[config.mk]
export PLATFORM = sky130hd
export DESIGN_NAME = axi2mem_trans_arbiter
export DESIGN_NICKNAME = d
export VERILOG_FILES = /design/src/rtl/axi2mem_trans_arbiter.sv
export SDC_FILE = /design/constraint.sdc
export NUM_CORES = 1
export LEC_CHECK = 0
export ABC_AREA = 1
export CAP_MARGIN = 5
export CORE_MARGIN = 10
export CORE_UTILIZATION = 22
export CTS_BUF_LIST = sky130_fd_sc_hd__clkbuf_8 sky130_fd_sc_hd__clkbuf_16
export DETAILED_ROUTE_END_ITERATION = 16
export HOLD_SLACK_MARGIN = 0.08
export PLACE_DENSITY_LB_ADDON = 0.12
export SLEW_MARGIN = 20
export SYNTH_ARGS = -nofsm -noshare
export SYNTH_HDL_FRONTEND = slang
export SYNTH_SLANG_ARGS = --single-unit
export TNS_END_PERCENT = 5
[constraint.sdc]
create_clock -name clk_i -period 2.6 [get_ports clk_i]
set_clock_uncertainty 0.2 [all_clocks]
set_input_delay 0.65 -clock clk_i [delete_from_list [all_inputs] [get_ports clk_i]]
set_output_delay 0.65 -clock clk_i [all_outputs]
set_load 0.03 [all_outputs]
[src/rtl/axi2mem_trans_arbiter.sv]
// Shares the two-lane TCDM command port between the read and write transaction generators.
// Zero-latency combinational mux; the grant follows trans_gnt_i, whole bursts are locked, and read bursts in flight are capped.
module axi2mem_trans_arbiter #(
   parameter int ID_WIDTH           = 6,
   parameter int ADDR_WIDTH         = 32,
   parameter int MAX_RD_OUTSTANDING = 4
) (
   input  logic                    clk_i,
   input  logic                    rst_i,
   input  logic                    rd_pend_i,
   input  logic [2*ID_WIDTH-1:0]   rd_id_i,
   input  logic [2*ADDR_WIDTH-1:0] rd_add_i,
   input  logic [1:0]              rd_req_i,
   input  logic [1:0]              rd_last_i,
   output logic [1:0]              rd_gnt_o,
   input  logic                    wr_pend_i,
   input  logic [2*ID_WIDTH-1:0]   wr_id_i,
   input  logic [2*ADDR_WIDTH-1:0] wr_add_i,
   input  logic [1:0]              wr_req_i,
   input  logic [1:0]              wr_last_i,
   output logic [1:0]              wr_gnt_o,
   input  logic                    rd_burst_done_i,
   output logic [2*ID_WIDTH-1:0]   trans_id_o,
   output logic [2*ADDR_WIDTH-1:0] trans_add_o,
   output logic [1:0]              trans_we_o,
   output logic [1:0]              trans_req_o,
   output logic [1:0]              trans_last_o,
   input  logic [1:0]              trans_gnt_i
);

   localparam int CW = $clog2(MAX_RD_OUTSTANDING + 1);

   typedef enum logic [1:0] {
      IDLE    = 2'd0,
      LOCK_RD = 2'd1,
      LOCK_WR = 2'd2
   } state_e;

   state_e          state_q, state_d;
   logic            ptr_q, ptr_d;      // 0 = read has priority, 1 = write
   logic [CW-1:0]   cnt_q, cnt_d;

   logic            rd_elig;
   logic            sel_rd, sel_wr;
   logic            port_ok;
   logic            beat, beat_last, rd_inc;
   logic [1:0]      sel_req, sel_last;

   // Winner selection never looks at req, so gnt cannot loop back through the generators.
   always_comb begin
      rd_elig = rd_pend_i && (cnt_q < CW'(MAX_RD_OUTSTANDING));
      sel_rd  = 1'b0;
      sel_wr  = 1'b0;
      case (state_q)
         IDLE: begin
            sel_rd = rd_elig && (!wr_pend_i || !ptr_q);
            sel_wr = wr_pend_i && (!rd_elig || ptr_q);
         end
         LOCK_RD: sel_rd = 1'b1;
         LOCK_WR: sel_wr = 1'b1;
         default: ;
      endcase
   end

   always_comb begin
      port_ok   = (trans_gnt_i == 2'b11);
      sel_req   = 2'b00;
      sel_last  = 2'b00;
      if (sel_rd) begin
         sel_req  = rd_req_i;
         sel_last = rd_last_i;
      end else if (sel_wr) begin
         sel_req  = wr_req_i;
         sel_last = wr_last_i;
      end
      beat      = (sel_req == 2'b11) && port_ok;
      beat_last = beat && (&sel_last);
      rd_inc    = beat_last && sel_rd;
   end

   // Outputs forced low while reset is held so an abandoned burst leaves the port at once.
   always_comb begin
      rd_gnt_o     = 2'b00;
      wr_gnt_o     = 2'b00;
      trans_id_o   = '0;
      trans_add_o  = '0;
      trans_we_o   = 2'b00;
      trans_req_o  = 2'b00;
      trans_last_o = 2'b00;
      if (!rst_i) begin
         if (sel_rd && port_ok) rd_gnt_o = trans_gnt_i;
         if (sel_wr && port_ok) wr_gnt_o = trans_gnt_i;
         if (sel_rd) begin
            trans_id_o   = rd_id_i;
            trans_add_o  = rd_add_i;
            trans_last_o = rd_last_i;
         end else if (sel_wr) begin
            trans_id_o   = wr_id_i;
            trans_add_o  = wr_add_i;
            trans_we_o   = 2'b11;
            trans_last_o = wr_last_i;
         end
         if (sel_req == 2'b11) trans_req_o = 2'b11;
      end
   end

   always_comb begin
      state_d = state_q;
      ptr_d   = ptr_q;
      cnt_d   = cnt_q;
      if (beat_last) begin
         state_d = IDLE;
         ptr_d   = sel_rd;
      end else if (beat) begin
         state_d = sel_rd ? LOCK_RD : LOCK_WR;
      end
      if (rd_inc && !rd_burst_done_i) begin
         cnt_d = cnt_q + CW'(1);
      end else if (rd_burst_done_i && !rd_inc && (cnt_q != '0)) begin
         cnt_d = cnt_q - CW'(1);
      end
   end

   always_ff @(posedge clk_i or posedge rst_i) begin
      if (rst_i) begin
         state_q <= IDLE;
         ptr_q   <= 1'b0;
         cnt_q   <= '0;
      end else begin
         state_q <= state_d;
         ptr_q   <= ptr_d;
         cnt_q   <= cnt_d;
      end
   end

`ifndef SYNTHESIS
   a_partial_req: assert property (@(posedge clk_i) disable iff (rst_i)
      (sel_req != 2'b01) && (sel_req != 2'b10));
   a_done_underflow: assert property (@(posedge clk_i) disable iff (rst_i)
      rd_burst_done_i |-> ((cnt_q != '0) || rd_inc));
`endif

endmodule

==> summary.txt, run 1 <==
Outcome
  • Status: complete, but fails checks
  • Failing checks: setup timing

Route
  • DR WL/cell: 25.90 um
  • DR vias/cell: 5.447
  • Drt total wl: 13,490 um
  • Via count: 2,838
  • DR iter-0 viols: 89
  • Post-DRT Antenna Nets: 0
  • Drt first pass iters: 4
  • # DRC: 0

Cells and area
  • Fillers: 480
  • Diode count: 0
  • Layout Nets: 614
  • Layout cell share with drive strength beyond 1: 41.89%
  • Register area: 150.1 um2
  • Area grow syn2layout: 220.4%
  • Area of the multi-input gates: 1187 um2

Global route
  • Number of global-route vias before repair: 2,986
  • Initial antenna violation count: 0
  • Global-route wire length before repair: 18,580 um
  • Total GRT Usage: 23.04%
  • Total grt overflow: 0
  • Largest net degree at the start of global routing: 53

Yosys
  • Syn Inst Count: 178
  • Post-synthesis compound-gate area fraction: 55.57%
  • Syn Area/Cell: 8.196 um2
  • Synth Warn #: 0
  • Mux cell area share after synthesis: 0%
  • Post-Syn Nets: 346
  • Post-synthesis register bit count: 6
  • Synthesized cell area: 1459 um2
  • Synth unique cells: 25
  • Synth Area in Adders: 1.372%
  • Simple-gate portion of the synthesized area: 19.90%
  • Main combinational cell family by area after synthesis: compound AO/OA/AOI/OAI gates
  • Post-synthesis sequential area ratio: 10.29%
  • Synth Area in XOR/XNOR: 0%

Clocking
  • H-tree depth: 1
  • CTS buffer count: 3
  • # hold bufs at CTS: 0
  • Clock transition at the registers of the reported paths: 0.04 ns
  • CTS root buf: clkbuf_8
  • Clk buf depth: 2
  • # clock sinks: 6
  • CTS tree: done
  • Clock Latency Late Sink: 0.22 ns

Placed design
  • Pre-CTS setup slack: -0.4490 ns
  • Routability cong.: 0.9197
  • Port Buffers: 252
  • DP HPWL: 10,110 um

Min path
  • Worst hold-check path type: reg -> reg

Job
  • Max_cap viols: 0

Die
  • Initial Utilization: 22.84%
  • Io pins: 253
  • Die area: 10,290 um2
  • CORE AREA: 6386 um2
  • DIE HEIGHT: 101.4 um
  • Die Wd: 101.4 um
  • # rows: 29

Timing
  • Least-Margin Pin Slew: 0.3186 ns
  • Pins Over Slew Limit: 0
  • Sum of negative setup slack: -0.08933 ns
  • FMAX: 0.3822 GHz
  • Fin. Hold Viols: 0
  • Clock period minus worst slack: 2.617 ns
  • Fin crit share: 100.6%
  • Rel. slew slack: 78.76%
  • Final setup viols: 12
  • RSZ-0062 raised after global routing: true
  • Worst hold slack: 0.3238 ns
  • Setup ws final: -0.01671 ns

Power
  • Lkg Pwr: 2.073 nW
  • Peak supply drop: 598.5 uV
  • Power Total: 4.284 mW
  • Cell Pwr Density: 916.5 nW/um2

Setup path
  • Max FO, Critical Path: 7
  • Startpoint types: input pin
  • CP Capture Type: primary output
  • CP required: 1.75 ns
  • Critical path class: in -> out
  • Worst endpoint data arrival time: 1.77 ns
synth_stat cells:
cell / number / share of area (%)
fa_1: 1 / 1.4
a21oi_2: 1 / 0.60
inv_6: 1 / 0.60
nand3_1: 10 / 3.4
inv_2: 4 / 1.0
a32o_1: 76 / 52
o21ai_0: 3 / 1.0
dfrtp_1: 6 / 10
nor2_4: 2 / 1.5
buf_2: 12 / 4.1
nand2_2: 9 / 3.9
clkbuf_1: 10 / 2.6
nand3_2: 7 / 4.8
inv_4: 1 / 0.43
a31oi_1: 1 / 0.43
nor2_1: 3 / 0.77
buf_4: 3 / 1.5
inv_1: 7 / 1.8
o21ai_1: 2 / 0.69
nand2_1: 11 / 2.8
buf_6: 1 / 0.77
a21oi_1: 2 / 0.69
nand2_4: 2 / 1.5
nand4_1: 1 / 0.43
nor3_1: 2 / 0.69
where the power goes:
| group | switching (mW) | internal [mW] | total (mW) |
|---|---|---|---|
| logic | 2.01 | 1.95 | 3.95 |
| registers | 0.0456 | 0.140 | 0.186 |
| clock network | 0.0435 | 0.0998 | 0.143 |
| total | 2.10 | 2.19 | 4.28 |
final timing paths:
path,startpoint,to,slack (ns),depth (start not counted)
max in group asynchronous,rst_i,cnt_q[0]$_DFFE_PP0P_,1.53,3
min in group asynchronous,rst_i,ptr_q$_DFFE_PP0P_,0.45,3
hold reg to reg,cnt_q[2]$_DFFE_PP0P_,cnt_q[2]$_DFFE_PP0P_,0.32,2
setup / recovery,wr_pend_i,trans_add_o[56],-0.02,10
setup reg to reg,cnt_q[2]$_DFFE_PP0P_,cnt_q[2]$_DFFE_PP0P_,0.16,15
hold / removal,cnt_q[2]$_DFFE_PP0P_,cnt_q[2]$_DFFE_PP0P_,0.32,2
cell type report:
cell class | instances | area share [%]
timing repair buffer | 289 | 67.08
multi-input combinational | 133 | 25.40
sequential | 6 | 3.212
tap | 77 | 2.061
inverter | 13 | 1.365
clock buffer | 3 | 0.8833
logic make-up (layout without fill, tap and decap cells):
family / Yosys count / count (layout)
buf+inv: 39 / 305
compound gates: 85 / 85
simple gates: 47 / 47
flops: 6 / 6
fa+ha+maj: 1 / 1
repair_timing:
item,CTS,global route
setup buffers,11,2
gates cloned,5,2
pin swaps,9,8
resized for setup,92,38
setup endpoints to repair,88,78
hold endpoints to repair,0,0
per-stage QoR:
stage / instances / cell area [um2] / util [%]
floorplan: 178 / 1461 / -
global placement: 501 / 4046 / 63.36
finish: 521 / 4674 / 73.20
global route: 521 / 4674 / 73.20
detailed placement: 501 / 4046 / 63.36
CTS: 518 / 4542 / 71.12
cells in the final DEF (no fill, tap or decap), types with 6 or more instances in the layout:
master and n:
clkdlybuf4s50_1 163, buf_6 66, dfrtp_1 6, nand2_2 8, buf_4 36, buf_12 13, nand3_1 10, inv_1 7
a32o_2 29, nand2_1 10, a32o_1 47
layer usage:
metal	wire length (um)	up-vias	track usage (%)
met1	5052	1336	24.73
met5	0	-	0
li1	-	1306	-
met4	293	0	5.466
met2	6836	180	42.04
met3	1310	16	8.033
registers in the layout, indices dropped and copies added (netlist names):
name and cells:
state_q 2, ptr_q 1, cnt_q 3
critical path, stage by stage:
cell      delay (ns)
buf_8           0.09
nand2_4         0.05
nand3_4         0.07
nand2_4         0.06
nand2_4         0.07
clkinv_4        0.07
buf_8           0.14
buf_12          0.13
a32o_2          0.29
buf_12          0.14
(Power assumes the default switching activity.)
==> run 2, diff against run 1 <==
--- a/config.mk
+++ b/config.mk
@@ -9,7 +9,7 @@
 export CAP_MARGIN = 5
 export CORE_MARGIN = 10
 export CORE_UTILIZATION = 22
-export CTS_BUF_LIST = sky130_fd_sc_hd__clkbuf_8 sky130_fd_sc_hd__clkbuf_16
+export CTS_BUF_LIST = sky130_fd_sc_hd__clkbuf_8
 export DETAILED_ROUTE_END_ITERATION = 16
 export HOLD_SLACK_MARGIN = 0.08
 export PLACE_DENSITY_LB_ADDON = 0.12
==> results of run 2 <==
Final layout, timing and power as in run 1 (identical DEF).
